`config.mk`:
```
export PLATFORM = sky130hd
export DESIGN_NAME = bf16_byte_tx
export DESIGN_NICKNAME = d
export VERILOG_FILES = /design/src/rtl/bf16_tx_pkg.sv /design/src/rtl/bf16_sync_fifo.sv /design/src/rtl/bf16_byte_tx.sv
export SDC_FILE = /design/constraint.sdc
export NUM_CORES = 1
export LEC_CHECK = 0
export ABC_AREA = 1
export ABC_CLOCK_PERIOD_IN_PS = 3050
export BUFFER_PORTS_ARGS = -buffer_cell sky130_fd_sc_hd__buf_2
export CAP_MARGIN = 10
export CORE_UTILIZATION = 55
export DETAILED_ROUTE_END_ITERATION = 8
export HOLD_SLACK_MARGIN = 0.08
export PLACE_DENSITY = 0.69
export SLEW_MARGIN = 40
export SYNTH_ARGS = -nofsm -noshare
export SYNTH_HDL_FRONTEND = slang
export SYNTH_SLANG_ARGS = --single-unit
```
`constraint.sdc`:
```
create_clock -name clk -period 3.05 [get_ports clk]
set_input_delay 0.1525 -clock clk [delete_from_list [all_inputs] [get_ports clk]]
set_output_delay 0.1525 -clock clk [all_outputs]
set_load 0.03 [all_outputs]
```
`src/rtl/bf16_tx_pkg.sv`:
```
// Shared types and constants for the bf16 byte transmitter.
package bf16_tx_pkg;

    localparam int BF16_W = 16;
    localparam int BYTE_W = 8;

    typedef enum logic [2:0] {
        IDLE,
        LO,
        HI,
        CK_LO,
        CK_HI
    } tx_state_t;

    // Occupancy counter width: must be able to represent DEPTH itself.
    function automatic int level_w(input int depth);
        return $clog2(depth) + 1;
    endfunction

endpackage

```
`src/rtl/bf16_sync_fifo.sv`:
```
// Single-clock FIFO of bf16 words with combinational head read.
// A push on a full FIFO is still accepted when a pop happens in the same cycle.
module bf16_sync_fifo
    import bf16_tx_pkg::*;
#(
    parameter  int DEPTH = 16,
    localparam int LVL_W = level_w(DEPTH)
) (
    input  logic              clk,
    input  logic              rst,
    input  logic              push,
    input  logic              pop,
    input  logic [BF16_W-1:0] wdata,
    output logic [BF16_W-1:0] rdata,
    output logic              full,
    output logic              empty,
    output logic [LVL_W-1:0]  level
);

    localparam int ADDR_W = $clog2(DEPTH);

    logic [BF16_W-1:0] mem [DEPTH];
    logic [ADDR_W-1:0] wr_ptr;
    logic [ADDR_W-1:0] rd_ptr;
    logic              wr_en;
    logic              rd_en;

    assign full  = (level == LVL_W'(DEPTH));
    assign empty = (level == '0);
    assign wr_en = push && (!full || pop);
    assign rd_en = pop && !empty;
    assign rdata = mem[rd_ptr];

    // Pointer and occupancy bookkeeping.
    always_ff @(posedge clk) begin
        // NOTE: sequential state uses non-blocking assignments so every register samples pre-edge values.
        if (rst) begin
            wr_ptr <= '0;
            rd_ptr <= '0;
            level  <= '0;
        end else begin
            if (wr_en) wr_ptr <= wr_ptr + 1'b1;
            if (rd_en) rd_ptr <= rd_ptr + 1'b1;
            case ({wr_en, rd_en})
                2'b10:   level <= level + 1'b1;
                2'b01:   level <= level - 1'b1;
                default: level <= level;
            endcase
        end
    end

    // Storage array write port.
    always_ff @(posedge clk) begin
        // NOTE: the data array is not reset; empty/level already mask stale entries.
        if (wr_en) mem[wr_ptr] <= wdata;
    end

endmodule

```
`src/rtl/bf16_byte_tx.sv`:
```
// Buffers a valid-only stream of bf16 words (bits [31:16]) and sends each as
// two bytes, low byte first, over a ready/valid byte link framed per tensor.
// Define BF16_TX_CHECKSUM_EN to append a 16-bit running sum (low byte, then
// high byte) after the last element of every frame.
module bf16_byte_tx
    import bf16_tx_pkg::*;
#(
    parameter int DEPTH     = 16,
    parameter int FRAME_LEN = 49152,
    parameter int CNT_W     = 16
) (
    input  logic                        clk,
    input  logic                        rst,
    input  logic                        s_tvalid,
    input  logic [31:0]                 s_tdata,
    output logic                        m_tvalid,
    input  logic                        m_tready,
    output logic [BYTE_W-1:0]           m_tdata,
    output logic                        m_tlast,
    output logic                        frame_done,
    output logic                        overflow,
    output logic [level_w(DEPTH)-1:0]   fifo_level
);

    tx_state_t         state, state_nxt;
    logic [BF16_W-1:0] hold, hold_nxt;
    logic [CNT_W-1:0]  cnt, cnt_nxt;
    logic [BYTE_W-1:0] tdata_nxt;
    logic              tvalid_nxt;
    logic              tlast_nxt;
    logic              done_nxt;
    logic              load_next;
    logic              pop;
    logic [BF16_W-1:0] fifo_rdata;
    logic              fifo_full;
    logic              fifo_empty;
    logic              hs;
    logic              last_elem;
    logic              unused_low_half;
`ifdef BF16_TX_CHECKSUM_EN
    logic [BF16_W-1:0] sum, sum_nxt;
`endif

    assign hs              = m_tvalid && m_tready;
    assign last_elem       = (cnt == CNT_W'(FRAME_LEN - 1));
    assign unused_low_half = ^s_tdata[15:0];

    bf16_sync_fifo #(.DEPTH(DEPTH)) u_fifo (
        .clk   (clk),
        .rst   (rst),
        .push  (s_tvalid),
        .pop   (pop),
        .wdata (s_tdata[31:16]),
        .rdata (fifo_rdata),
        .full  (fifo_full),
        .empty (fifo_empty),
        .level (fifo_level)
    );

    // Next-state and next-output decode for the byte serialiser.
    always_comb begin
        // NOTE: every output of this block gets a default first so no path can infer a latch.
        state_nxt  = state;
        hold_nxt   = hold;
        cnt_nxt    = cnt;
        tdata_nxt  = m_tdata;
        tvalid_nxt = m_tvalid;
        tlast_nxt  = m_tlast;
        done_nxt   = 1'b0;
        load_next  = 1'b0;
        pop        = 1'b0;
`ifdef BF16_TX_CHECKSUM_EN
        sum_nxt    = sum;
`endif
        case (state)
            IDLE: load_next = 1'b1;
            LO: begin
                if (hs) begin
                    tdata_nxt = hold[BYTE_W +: BYTE_W];
`ifdef BF16_TX_CHECKSUM_EN
                    tlast_nxt = 1'b0;
`else
                    tlast_nxt = last_elem;
`endif
                    state_nxt = HI;
                end
            end
            HI: begin
                if (hs) begin
`ifdef BF16_TX_CHECKSUM_EN
                    sum_nxt = sum + hold;
                    if (last_elem) begin
                        cnt_nxt   = '0;
                        tdata_nxt = sum_nxt[BYTE_W-1:0];
                        state_nxt = CK_LO;
                    end else begin
                        cnt_nxt   = cnt + 1'b1;
                        load_next = 1'b1;
                    end
`else
                    done_nxt  = last_elem;
                    cnt_nxt   = last_elem ? '0 : cnt + 1'b1;
                    load_next = 1'b1;
`endif
                end
            end
`ifdef BF16_TX_CHECKSUM_EN
            CK_LO: begin
                if (hs) begin
                    tdata_nxt = sum[BYTE_W +: BYTE_W];
                    tlast_nxt = 1'b1;
                    state_nxt = CK_HI;
                end
            end
            CK_HI: begin
                if (hs) begin
                    done_nxt  = 1'b1;
                    sum_nxt   = '0;
                    load_next = 1'b1;
                end
            end
`endif
            default: state_nxt = IDLE;
        endcase

        // Start the next element straight away when one is buffered, else go idle.
        if (load_next) begin
            if (!fifo_empty) begin
                pop        = 1'b1;
                hold_nxt   = fifo_rdata;
                tdata_nxt  = fifo_rdata[BYTE_W-1:0];
                tvalid_nxt = 1'b1;
                tlast_nxt  = 1'b0;
                state_nxt  = LO;
            end else begin
                tvalid_nxt = 1'b0;
                tlast_nxt  = 1'b0;
                state_nxt  = IDLE;
            end
        end
    end

    // State, output and sticky-overflow registers.
    always_ff @(posedge clk) begin
        if (rst) begin
            state      <= IDLE;
            hold       <= '0;
            cnt        <= '0;
            m_tvalid   <= 1'b0;
            m_tdata    <= '0;
            m_tlast    <= 1'b0;
            frame_done <= 1'b0;
            overflow   <= 1'b0;
`ifdef BF16_TX_CHECKSUM_EN
            sum        <= '0;
`endif
        end else begin
            state      <= state_nxt;
            hold       <= hold_nxt;
            cnt        <= cnt_nxt;
            m_tvalid   <= tvalid_nxt;
            m_tdata    <= tdata_nxt;
            m_tlast    <= tlast_nxt;
            frame_done <= done_nxt;
`ifdef BF16_TX_CHECKSUM_EN
            sum        <= sum_nxt;
`endif
            if (s_tvalid && fifo_full && !pop) overflow <= 1'b1;
        end
    end

endmodule

```
==> results.json, run 1 <==
{
  "dpl-instance-area_sq_um": 13600,
  "core_area_sq_um": 22900,
  "maxCapViolCount": 0,
  "critPathArrivalTime_ns": 2.81,
  "setup-violations-final": 0,
  "cts_buffer_depth": 3,
  "antenna_left": 0,
  "totalWireLength_mm": 29.3,
  "netlist.top_cell.by_area": "edfxtp_1",
  "yosysUniqueCellTypes": 31,
  "firstDrtPassIters": 5,
  "multi_input_area_sq_um": 3650,
  "hold_viol": 0,
  "worstPathMaxFanout": 9,
  "fillCellCount": 1818,
  "synth_top_cells_by_count": "357 x nand2_1, 256 x edfxtp_1, 189 x nor2_1, 130 x nand3_1, 75 x o21ai_0",
  "netlist_area_sq_um": 13000,
  "crit_required_ns": 3.32,
  "portBuffers": 36,
  "clk_pin_slew_ns": 0.06,
  "min_path_cells": 3,
  "cts_root_buffer": "clkbuf_16",
  "synth_flop_cell": "edfxtp_1",
  "grt_max_degree": 129,
  "yosysTopAreaCellShare_pct": 59.2,
  "syn_area_per_cell_sq_um": 10.2,
  "min_to": "cnt[4]$_SDFFE_PP0N_",
  "rows": 55,
  "nNetsFinal": 1371,
  "gr-total-overflow": 0,
  "min_period_ns": 2.54,
  "slew_viol_final": 0,
  "synth-warning-count": 0,
  "synth.most_common_cell": "nand2_1",
  "r2r-end": "u_fifo.mem[13][11]$_DFFE_PP_",
  "synth-seq-area-share_pct": 67.7,
  "grt_setup_unrepaired": "no",
  "start_util_pct": 56.7,
  "worstMarginPinSlew_ns": 0.716,
  "seqCellArea_sq_um": 8800,
  "p_total_mw": 11.6,
  "synth_edf_count": 256,
  "fmax_mhz": 394,
  "cts.htree.levels": 1,
  "hpwl_mm": 17.4,
  "vias": 8972,
  "cts_sinks": 311,
  "hold_class": "input port to register",
  "startpoint_type": "register",
  "post-route-period-util_pct": 83.3,
  "regToRegSetupSlack_ns": 0.51,
  "fin_skew_ns": 0.0138,
  "rr_worst_depth": 9,
  "numCtsBuffers": 31,
  "p_leak_nw": 5.62,
  "reg2reg_from": "m_tvalid$_SDFFE_PP0N_",
  "drive_gt1_share_pct": 9.73,
  "end_kind": "register",
  "max-vdd-ir-drop_mv": 0.516,
  "syn-instance-count": 1272,
  "syn_nets": 1318,
  "hp-start": "rst",
  "synthToLayoutAreaGrowth_pct": 13.1,
  "relSlewSlack_pct": 52.2,
  "p_per_area_nw_per_um2": 792,
  "grt_pass1_vias": 8360,
  "die_h_um": 156,
  "fin_setup_tns_ns": 0,
  "design_area_sq_um": 14700,
  "place_congestion": 0.880,
  "grt_pass1_wl_mm": 45.5,
  "placed_cells": 1587,
  "worstSetupPathType": "register to register",
  "detail_route.wl_per_cell_um": 17.7,
  "instances_no_fill": 1661,
  "clk_latency_ns": 0.57,
  "cts_setup_buffers": 0,
  "die_w_um": 156,
  "post_cts_resized": 0,
  "drc_errors": 0,
  "grt_antenna_before_repair": 2,
  "synth_area_leaders": "edfxtp_1 59%, nand2_1 10%, dfxtp_1 8.5%, nor2_1 5.5%, nand3_1 5.0%",
  "status": "finished clean",
  "viasPerCell": 5.40,
  "asyncSetResetFlopFracSynth_pct": 0,
  "track_usage_pct": 24.8,
  "first_iter_violations": 855,
  "synth-seq-cells": 311,
  "die-area_sq_um": 24200,
  "cts_tree": "built",
  "ios": 53
}
==> kinds of logic after synthesis <==
kind of cell	count (synthesis)	synth area share (%)
compound gates	119	4.78
xor+xnor	8	0.540
simple gates	692	21.6
fa+ha+maj	10	0.964
buf+inv	132	4.46
flops	311	67.7
==> critical path, cell delays in order (launching register included) <==
cell and delay, ns:
dfxtp_1 0.35, nand2_1 0.14, a21oi_2 0.22, inv_1 0.09, nand2_1 0.09, nand2_2 0.15, inv_1 0.19, nand2_1 0.17
nor2_2 0.54, buf_4 0.30
==> layer usage <==
layer,track usage (%),up-vias,part of all wire [%]
met5,0,-,0
met4,8.12,0,2.9
met3,3.47,62,6.4
met2,40.0,315,47
li1,-,4374,-
met1,34.8,4221,44
==> area by class of cell <==
| class | count | share of cell area (%) |
|---|---|---|
| flip-flops and latches | 311 | 59.9 |
| multi-input cells | 829 | 24.9 |
| clock buffers | 41 | 5.61 |
| repair buffers | 82 | 4.40 |
| well taps | 313 | 2.67 |
| inverters | 70 | 1.80 |
| clock inverters | 14 | 0.690 |
| diodes | 1 | 0.0170 |
==> metrics by stage <==
stage | worst slack [ns] | util (%) | hold WS (ns)
2_1_floorplan | 0.586 | - | 0.251
4_1_cts | 0.596 | 64.0 | 0.108
5_1_grt | 0.297 | 64.0 | 0.130
3_5_place_dp | 0.606 | 59.2 | 0.436
6_report | 0.511 | 64.1 | 0.114
3_3_place_gp | 0.669 | 59.2 | 0.438
==> cell usage in the layout (no fill, tap or decap), types with 18 or more instances in the layout <==
master,count
nand2_1,357
edfxtp_1,256
nor2_1,173
nand3_1,130
o21ai_0,75
inv_1,67
dfxtp_1,53
buf_2,36
clkbuf_16,31
a21oi_1,27
buf_4,22
dlygate4sd3_1,18
==> flip-flops by register name, indices dropped and copies added (netlist names), named ones only <==
| name | flops |
|---|---|
| cnt | 16 |
| frame_done | 1 |
| hold | 8 |
| m_tdata | 8 |
| m_tlast | 1 |
| m_tvalid | 1 |
| overflow | 1 |
| state | 2 |
| u_fifo.level | 5 |
| u_fifo.mem | 256 |
| u_fifo.rd_ptr | 4 |
| u_fifo.wr_ptr | 4 |
==> power by group <==
group	switching, mW	internal, mW
Clock	1.54	1.97
Sequential	0.153	4.82
Combinational	2.22	0.929
Total	3.91	7.72
==> how the worst max path moves through the flow <==
stage                                     start                      endpoint  slack [ns]  cells past startpoint
final                     m_tvalid$_SDFFE_PP0N_  u_fifo.mem[13][11]$_DFFE_PP_        0.51                      9
after global routing      m_tvalid$_SDFFE_PP0N_  u_fifo.level[4]$_SDFFE_PP0P_        0.30                     16
after CTS                 m_tvalid$_SDFFE_PP0N_  u_fifo.mem[13][11]$_DFFE_PP_        0.60                      9
after detailed placement  m_tvalid$_SDFFE_PP0N_   u_fifo.mem[13][9]$_DFFE_PP_        0.61                      9
after global placement    m_tvalid$_SDFFE_PP0N_   u_fifo.mem[13][9]$_DFFE_PP_        0.67                      9
after floorplan           m_tvalid$_SDFFE_PP0N_    u_fifo.mem[0][0]$_DFFE_PP_        0.59                      8
==> timing repair <==
item / CTS / global route
hold endpoints to repair: 262 / 0
setup endpoints to repair: 0 / 0
hold buffers: 18 / 0
Note: power is estimated with default switching activity, not from simulation.
==> run 2, diff against run 1 <==
Settings changed: ABC_AREA 1 to 0, ABC_CLOCK_PERIOD_IN_PS 3050 to 2500.
Clock period 3.05 ns to 2.5 ns, I/O delays scaled along.
==> results.json, run 2 <==
{
  "relSlewSlack_pct": 59.7,
  "gr-total-overflow": 0,
  "synth-warning-count": 0,
  "start_util_pct": 56.3,
  "cts_root_buffer": "clkbuf_16",
  "totalWireLength_mm": 26.0,
  "p_per_area_nw_per_um2": 867,
  "worstMarginPinSlew_ns": 0.604,
  "critPathArrivalTime_ns": 3.00,
  "clk_latency_ns": 0.56,
  "clkPwrFrac_pct": 34.6,
  "fillCellCount": 1476,
  "diodes": 0,
  "grt_setup_unrepaired": "yes",
  "yosysTopAreaCellShare_pct": 62.1,
  "firstDrtPassIters": 7,
  "post-route-period-util_pct": 101,
  "p_seq_share_pct": 48.3,
  "wl_met1_mm": 11.1,
  "largest-register": "u_fifo.mem",
  "syn-instance-count": 681,
  "hp-start": "m_tready",
  "min_period_ns": 2.51,
  "worstPathMaxFanout": 5,
  "ios": 53,
  "synth-seq-area-share_pct": 71.0,
  "clk_pin_slew_ns": 0.06,
  "dp_slack_ns": -0.107,
  "synth.most_common_cell": "edfxtp_1",
  "min_to": "state[0]$_SDFFE_PP0P_",
  "instances_no_fill": 1079,
  "detail_route.wl_per_cell_um": 24.1,
  "dr_wl_met2_mm": 12.6,
  "hpwl_mm": 14.5,
  "switching_share_pct": 25.9,
  "p_comb_share_pct": 17.1,
  "fmax_mhz": 398,
  "cts_sinks": 311,
  "r2r-end": "u_fifo.level[2]$_SDFFE_PP0P_",
  "status": "finished, violations left",
  "netlist_area_sq_um": 12400,
  "viasPerCell": 6.15,
  "numCtsBuffers": 30,
  "core_area_sq_um": 22000,
  "synth_edf_count": 256,
  "max-vdd-ir-drop_mv": 0.585,
  "final_common_cell": "edfxtp_1",
  "startpoint_type": "register",
  "track_usage_pct": 23.1,
  "timing.final.ws_setup_ns": -0.0142,
  "maxCapViolCount": 0,
  "cts_tree": "built",
  "highest_layer": "met4",
  "drc_errors": 8,
  "synthToLayoutAreaGrowth_pct": 16.1,
  "setup-violations-final": 1,
  "reg2reg_from": "u_fifo.level[1]$_SDFFE_PP0P_",
  "portBuffers": 36,
  "syn_nets": 727,
  "wl_met3_mm": 1.59,
  "vias": 6638,
  "regToRegSetupSlack_ns": -0.01,
  "netlist.top_cell.by_area": "edfxtp_1",
  "worstSetupPathType": "register to register",
  "p_leak_nw": 4.68,
  "switchingPower_mw": 3.22,
  "grt_antenna_before_repair": 0,
  "synth_top_cells_by_count": "256 x edfxtp_1, 64 x mux4_2, 55 x dfxtp_1, 28 x nor2_1, 26 x mux2i_1",
  "place_congestion": 0.891,
  "die_h_um": 152,
  "violations": "design-rule violations, negative setup slack",
  "yosysUniqueCellTypes": 56,
  "synth_flop_cell": "edfxtp_1",
  "die_w_um": 152,
  "first_iter_violations": 388,
  "rows": 54,
  "crit_required_ns": 2.98,
  "asyncSetResetFlopFracSynth_pct": 0,
  "min_path_cells": 5,
  "placed_cells": 999,
  "hold_class": "input port to register",
  "fin_skew_ns": 0.0104,
  "syn_area_per_cell_sq_um": 18.2,
  "end_kind": "register",
  "die-area_sq_um": 23100,
  "internal_power_mw": 9.22,
  "antenna_left": 0,
  "final_cell_mix": "256 x edfxtp_1, 64 x mux4_2, 49 x dfxtp_1",
  "fin_setup_tns_ns": -0.0142,
  "synth-seq-cells": 311,
  "hold-worst-slack_ns": 0.464,
  "hold_viol": 0,
  "largest_register_ffs": 256,
  "grt_max_degree": 65,
  "cts.htree.levels": 1,
  "synth_area_leaders": "edfxtp_1 62%, mux4_2 12%, dfxtp_1 8.9%, mux2i_1 2.1%, mux2_2 1.5%",
  "drive_gt1_share_pct": 31.4,
  "rr_worst_depth": 10,
  "grt_pass1_wl_mm": 39.6,
  "cts_buffer_depth": 3,
  "slew_viol_final": 0,
  "grt_pass1_vias": 6673,
  "reg.largest.list": "u_fifo.mem: 256 flops, cnt: 16 flops",
  "nNetsFinal": 822
}
## run 2: cell count changes in the layout (fill, tap and decap cells not counted), sizes merged, moves of 18 or more
cell,change
nand2,-342
nor2,-162
nand3,-107
o21ai,-70
mux4,+64
inv,-59
mux2i,+26
mux2,+18
## run 2: cell type report
type / instances / area, sq um / share of cell area, %
inverter: 11 / 43.8 / 0.305
timing repair buffer: 101 / 756 / 5.26
clock buffer: 52 / 883 / 6.15
tap: 280 / 350 / 2.44
sequential: 311 / 8800 / 61.3
clock inverter: 3 / 63.8 / 0.444
multi-input combinational: 321 / 3460 / 24.1
## run 2: critical path: stages (launching register included)
cell and delay [ns]:
dfxtp_4 0.35, or4_4 0.56, o211ai_4 0.24, inv_4 0.07, ha_4 0.19, xor2_2 0.16
ha_2 0.23, a21oi_2 0.04, xor2_1 0.17, or3_1 0.30, a21oi_1 0.13
## run 2: what timing repair did
action	CTS	global route
setup buffers	3	2
pin swaps	4	7
endpoints found under the setup margin	2	2
hold endpoints to repair	267	0
hold buffers	20	0
resized for setup	2	2
## run 2: cells by family (layout without fill, tap and decap cells)
kind of cell / after synthesis / after routing / share of synthesized area [%]
fa+ha+maj: 10 / 10 / 1.01
compound gates: 78 / 78 / 4.85
buf+inv: 49 / 167 / 2.06
simple gates: 114 / 114 / 4.82
flops: 311 / 311 / 71.0
mux: 108 / 108 / 15.4
xor+xnor: 11 / 11 / 0.779
## run 2: through the flow
| stage | utilization [%] | area (sq um) | total power [mW] |
|---|---|---|---|
| 2_1_floorplan | - | 12500 | 7.58 |
| 3_3_place_gp | 59.9 | 13200 | 8.07 |
| 3_5_place_dp | 59.9 | 13200 | 8.15 |
| 4_1_cts | 65.3 | 14300 | 12.5 |
| 5_1_grt | 65.4 | 14400 | 12.9 |
| 6_report | 65.4 | 14400 | 12.4 |
## run 2: worst max-delay path by stage
| stage | from | to | slack (ns) | cells past startpoint |
|---|---|---|---|---|
| 5_1_grt | u_fifo.level[1]$_SDFFE_PP0P_ | u_fifo.level[2]$_SDFFE_PP0P_ | -0.09 | 10 |
| 3_3_place_gp | u_fifo.level[2]$_SDFFE_PP0P_ | u_fifo.level[2]$_SDFFE_PP0P_ | 0.03 | 11 |
| 2_1_floorplan | u_fifo.level[2]$_SDFFE_PP0P_ | u_fifo.level[2]$_SDFFE_PP0P_ | -0.39 | 13 |
| 4_1_cts | u_fifo.level[2]$_SDFFE_PP0P_ | u_fifo.level[2]$_SDFFE_PP0P_ | 0.006 | 10 |
| 3_5_place_dp | u_fifo.level[2]$_SDFFE_PP0P_ | u_fifo.level[2]$_SDFFE_PP0P_ | -0.11 | 11 |
| 6_report | u_fifo.level[1]$_SDFFE_PP0P_ | u_fifo.level[2]$_SDFFE_PP0P_ | -0.01 | 10 |
## run 2: per-layer routing
layer / up-vias / global-route usage (%)
li1: 2940 / -
met1: 3442 / 32.3
met2: 209 / 38.2
met3: 47 / 3.37
met4: 0 / 6.71
met5: - / 0
## run 2: power groups by stage
stage	Combinational, mW	Clock, mW	Sequential (mW)
after floorplan	1.41	0	6.17
after global placement	1.97	0	6.10
after detailed placement	2.03	0	6.11
after CTS	2.11	4.38	6.01
after global routing	2.29	4.56	6.03
final	2.12	4.31	6.01
==> run 3, diff against run 2 <==
Settings changed: RECOVER_POWER from default to 100.
==> results.json, run 3 (same netlist as run 2, synthesis figures left out) <==
{
  "portBuffers": 36,
  "clk_latency_ns": 0.56,
  "clk_pin_slew_ns": 0.06,
  "dpl-instance-area_sq_um": 13200,
  "first_iter_violations": 434,
  "p_per_area_nw_per_um2": 868,
  "grt_max_degree": 65,
  "timing.final.ws_setup_ns": -0.0216,
  "track_usage_pct": 23.1,
  "switchingPower_mw": 3.22,
  "placed_cells": 999,
  "worstMarginPinSlew_ns": 0.633,
  "fin_skew_ns": 0.00937,
  "die_w_um": 152,
  "gr-total-overflow": 0,
  "utilization_pct": 65.2,
  "startpoint_type": "register",
  "p_leak_nw": 4.58,
  "cts_buffer_depth": 3,
  "instances_no_fill": 1079,
  "max-vdd-ir-drop_mv": 0.584,
  "multi_input_area_sq_um": 3460,
  "nNetsFinal": 822,
  "reg.largest.list": "u_fifo.mem: 256 flops, cnt: 16 flops",
  "design_area_sq_um": 14300,
  "vias": 6634,
  "critPathArrivalTime_ns": 3.00,
  "grt_antenna_before_repair": 0,
  "crit_required_ns": 2.98,
  "switching_share_pct": 25.9,
  "hold_viol": 0,
  "cts.htree.levels": 1,
  "maxCapViolCount": 0,
  "clkPwrFrac_pct": 34.7,
  "grt_pass1_vias": 6673,
  "die-area_sq_um": 23100,
  "totalWireLength_mm": 26.1,
  "final_common_cell": "edfxtp_1",
  "die_h_um": 152,
  "end_kind": "register",
  "seqCellArea_sq_um": 8800,
  "antenna_left": 0,
  "final_cell_mix": "256 x edfxtp_1, 64 x mux4_2, 49 x dfxtp_1",
  "p_comb_share_pct": 16.9,
  "start_util_pct": 56.3,
  "status": "finished, violations left",
  "fmax_mhz": 397,
  "grt_setup_unrepaired": "yes",
  "relSlewSlack_pct": 57.8,
  "firstDrtPassIters": 9,
  "ios": 53,
  "hpwl_mm": 14.5,
  "post-route-period-util_pct": 101,
  "internal_power_mw": 9.20,
  "cts_tree": "built",
  "drive_gt1_share_pct": 27.7,
  "min_period_ns": 2.52,
  "violations": "design-rule violations, negative setup slack",
  "core_area_sq_um": 22000,
  "drc_errors": 8,
  "worstSetupPathType": "register to register",
  "p_seq_share_pct": 48.4,
  "place_congestion": 0.891,
  "grt_pass1_wl_mm": 39.6,
  "rows": 54,
  "largest-register": "u_fifo.mem",
  "fillCellCount": 1495,
  "largest_register_ffs": 256,
  "cts_sinks": 311,
  "detail_route.wl_per_cell_um": 24.1,
  "hold_class": "input port to register",
  "setup-violations-final": 1,
  "p_total_mw": 12.4,
  "cts_root_buffer": "clkbuf_16",
  "slew_viol_final": 0,
  "synthToLayoutAreaGrowth_pct": 15.7,
  "worstPathMaxFanout": 5,
  "viasPerCell": 6.15,
  "diodes": 0,
  "numCtsBuffers": 30
}
## run 3: final cells by class
class	instances	area share, %
inverter	11	0.306
clock buffer	52	6.17
timing repair buffer	101	4.98
sequential	311	61.5
tap	280	2.45
multi-input combinational	321	24.1
clock inverter	3	0.446
## run 3: layer usage
layer / global-route usage (%) / up-vias / share of wire (%)
met5: 0 / - / 0
met4: 6.71 / 0 / 2.6
met3: 3.37 / 45 / 6.0
met2: 38.2 / 225 / 49
met1: 32.3 / 3423 / 43
li1: - / 2941 / -
## run 3: path summary, 6_finish.rpt
path / start / to / slack (ns) / depth (start not counted)
min: m_tready / state[0]$_SDFFE_PP0P_ / 0.46 / 5
min reg2reg: cnt[9]$_SDFFE_PP0N_ / cnt[9]$_SDFFE_PP0N_ / 0.48 / 2
max: u_fifo.level[1]$_SDFFE_PP0P_ / u_fifo.level[2]$_SDFFE_PP0P_ / -0.02 / 10
max reg2reg: u_fifo.level[1]$_SDFFE_PP0P_ / u_fifo.level[2]$_SDFFE_PP0P_ / -0.02 / 10
## run 3: critical path, stage by stage (launching register included)
cell and delay, ns:
dfxtp_4 0.35, or4_4 0.56, o211ai_4 0.23, inv_4 0.07, ha_4 0.19, xor2_2 0.16, ha_2 0.24, a21oi_2 0.04
xor2_1 0.17, or3_1 0.30, a21oi_1 0.13
## run 3: timing repair
action | CTS | global route
buffers inserted | 3 | 2
hold endpoints to repair | 267 | 0
hold buffers | 20 | 0
endpoints found under the setup margin | 2 | 2
pin swaps | 4 | 7
gates resized for setup | 2 | 2
## run 3: power groups by stage
| stage | Sequential [mW] | Combinational [mW] | Clock [mW] |
|---|---|---|---|
| after floorplan | 6.17 | 1.41 | 0 |
| after global placement | 6.10 | 1.97 | 0 |
| after detailed placement | 6.11 | 2.03 | 0 |
| after CTS | 6.01 | 2.11 | 4.38 |
| after global routing | 6.03 | 2.26 | 4.56 |
| final | 6.01 | 2.10 | 4.30 |
## run 3: through the flow
stage	setup slack [ns]	hold slack [ns]	TNS, ns
final	-0.0216	0.463	-0.0216
after global placement	0.0298	0.448	0
after floorplan	-0.388	0.224	-4.07
after detailed placement	-0.107	0.458	-0.155
after CTS	0.00554	0.440	0
after global routing	-0.0879	0.505	-0.139
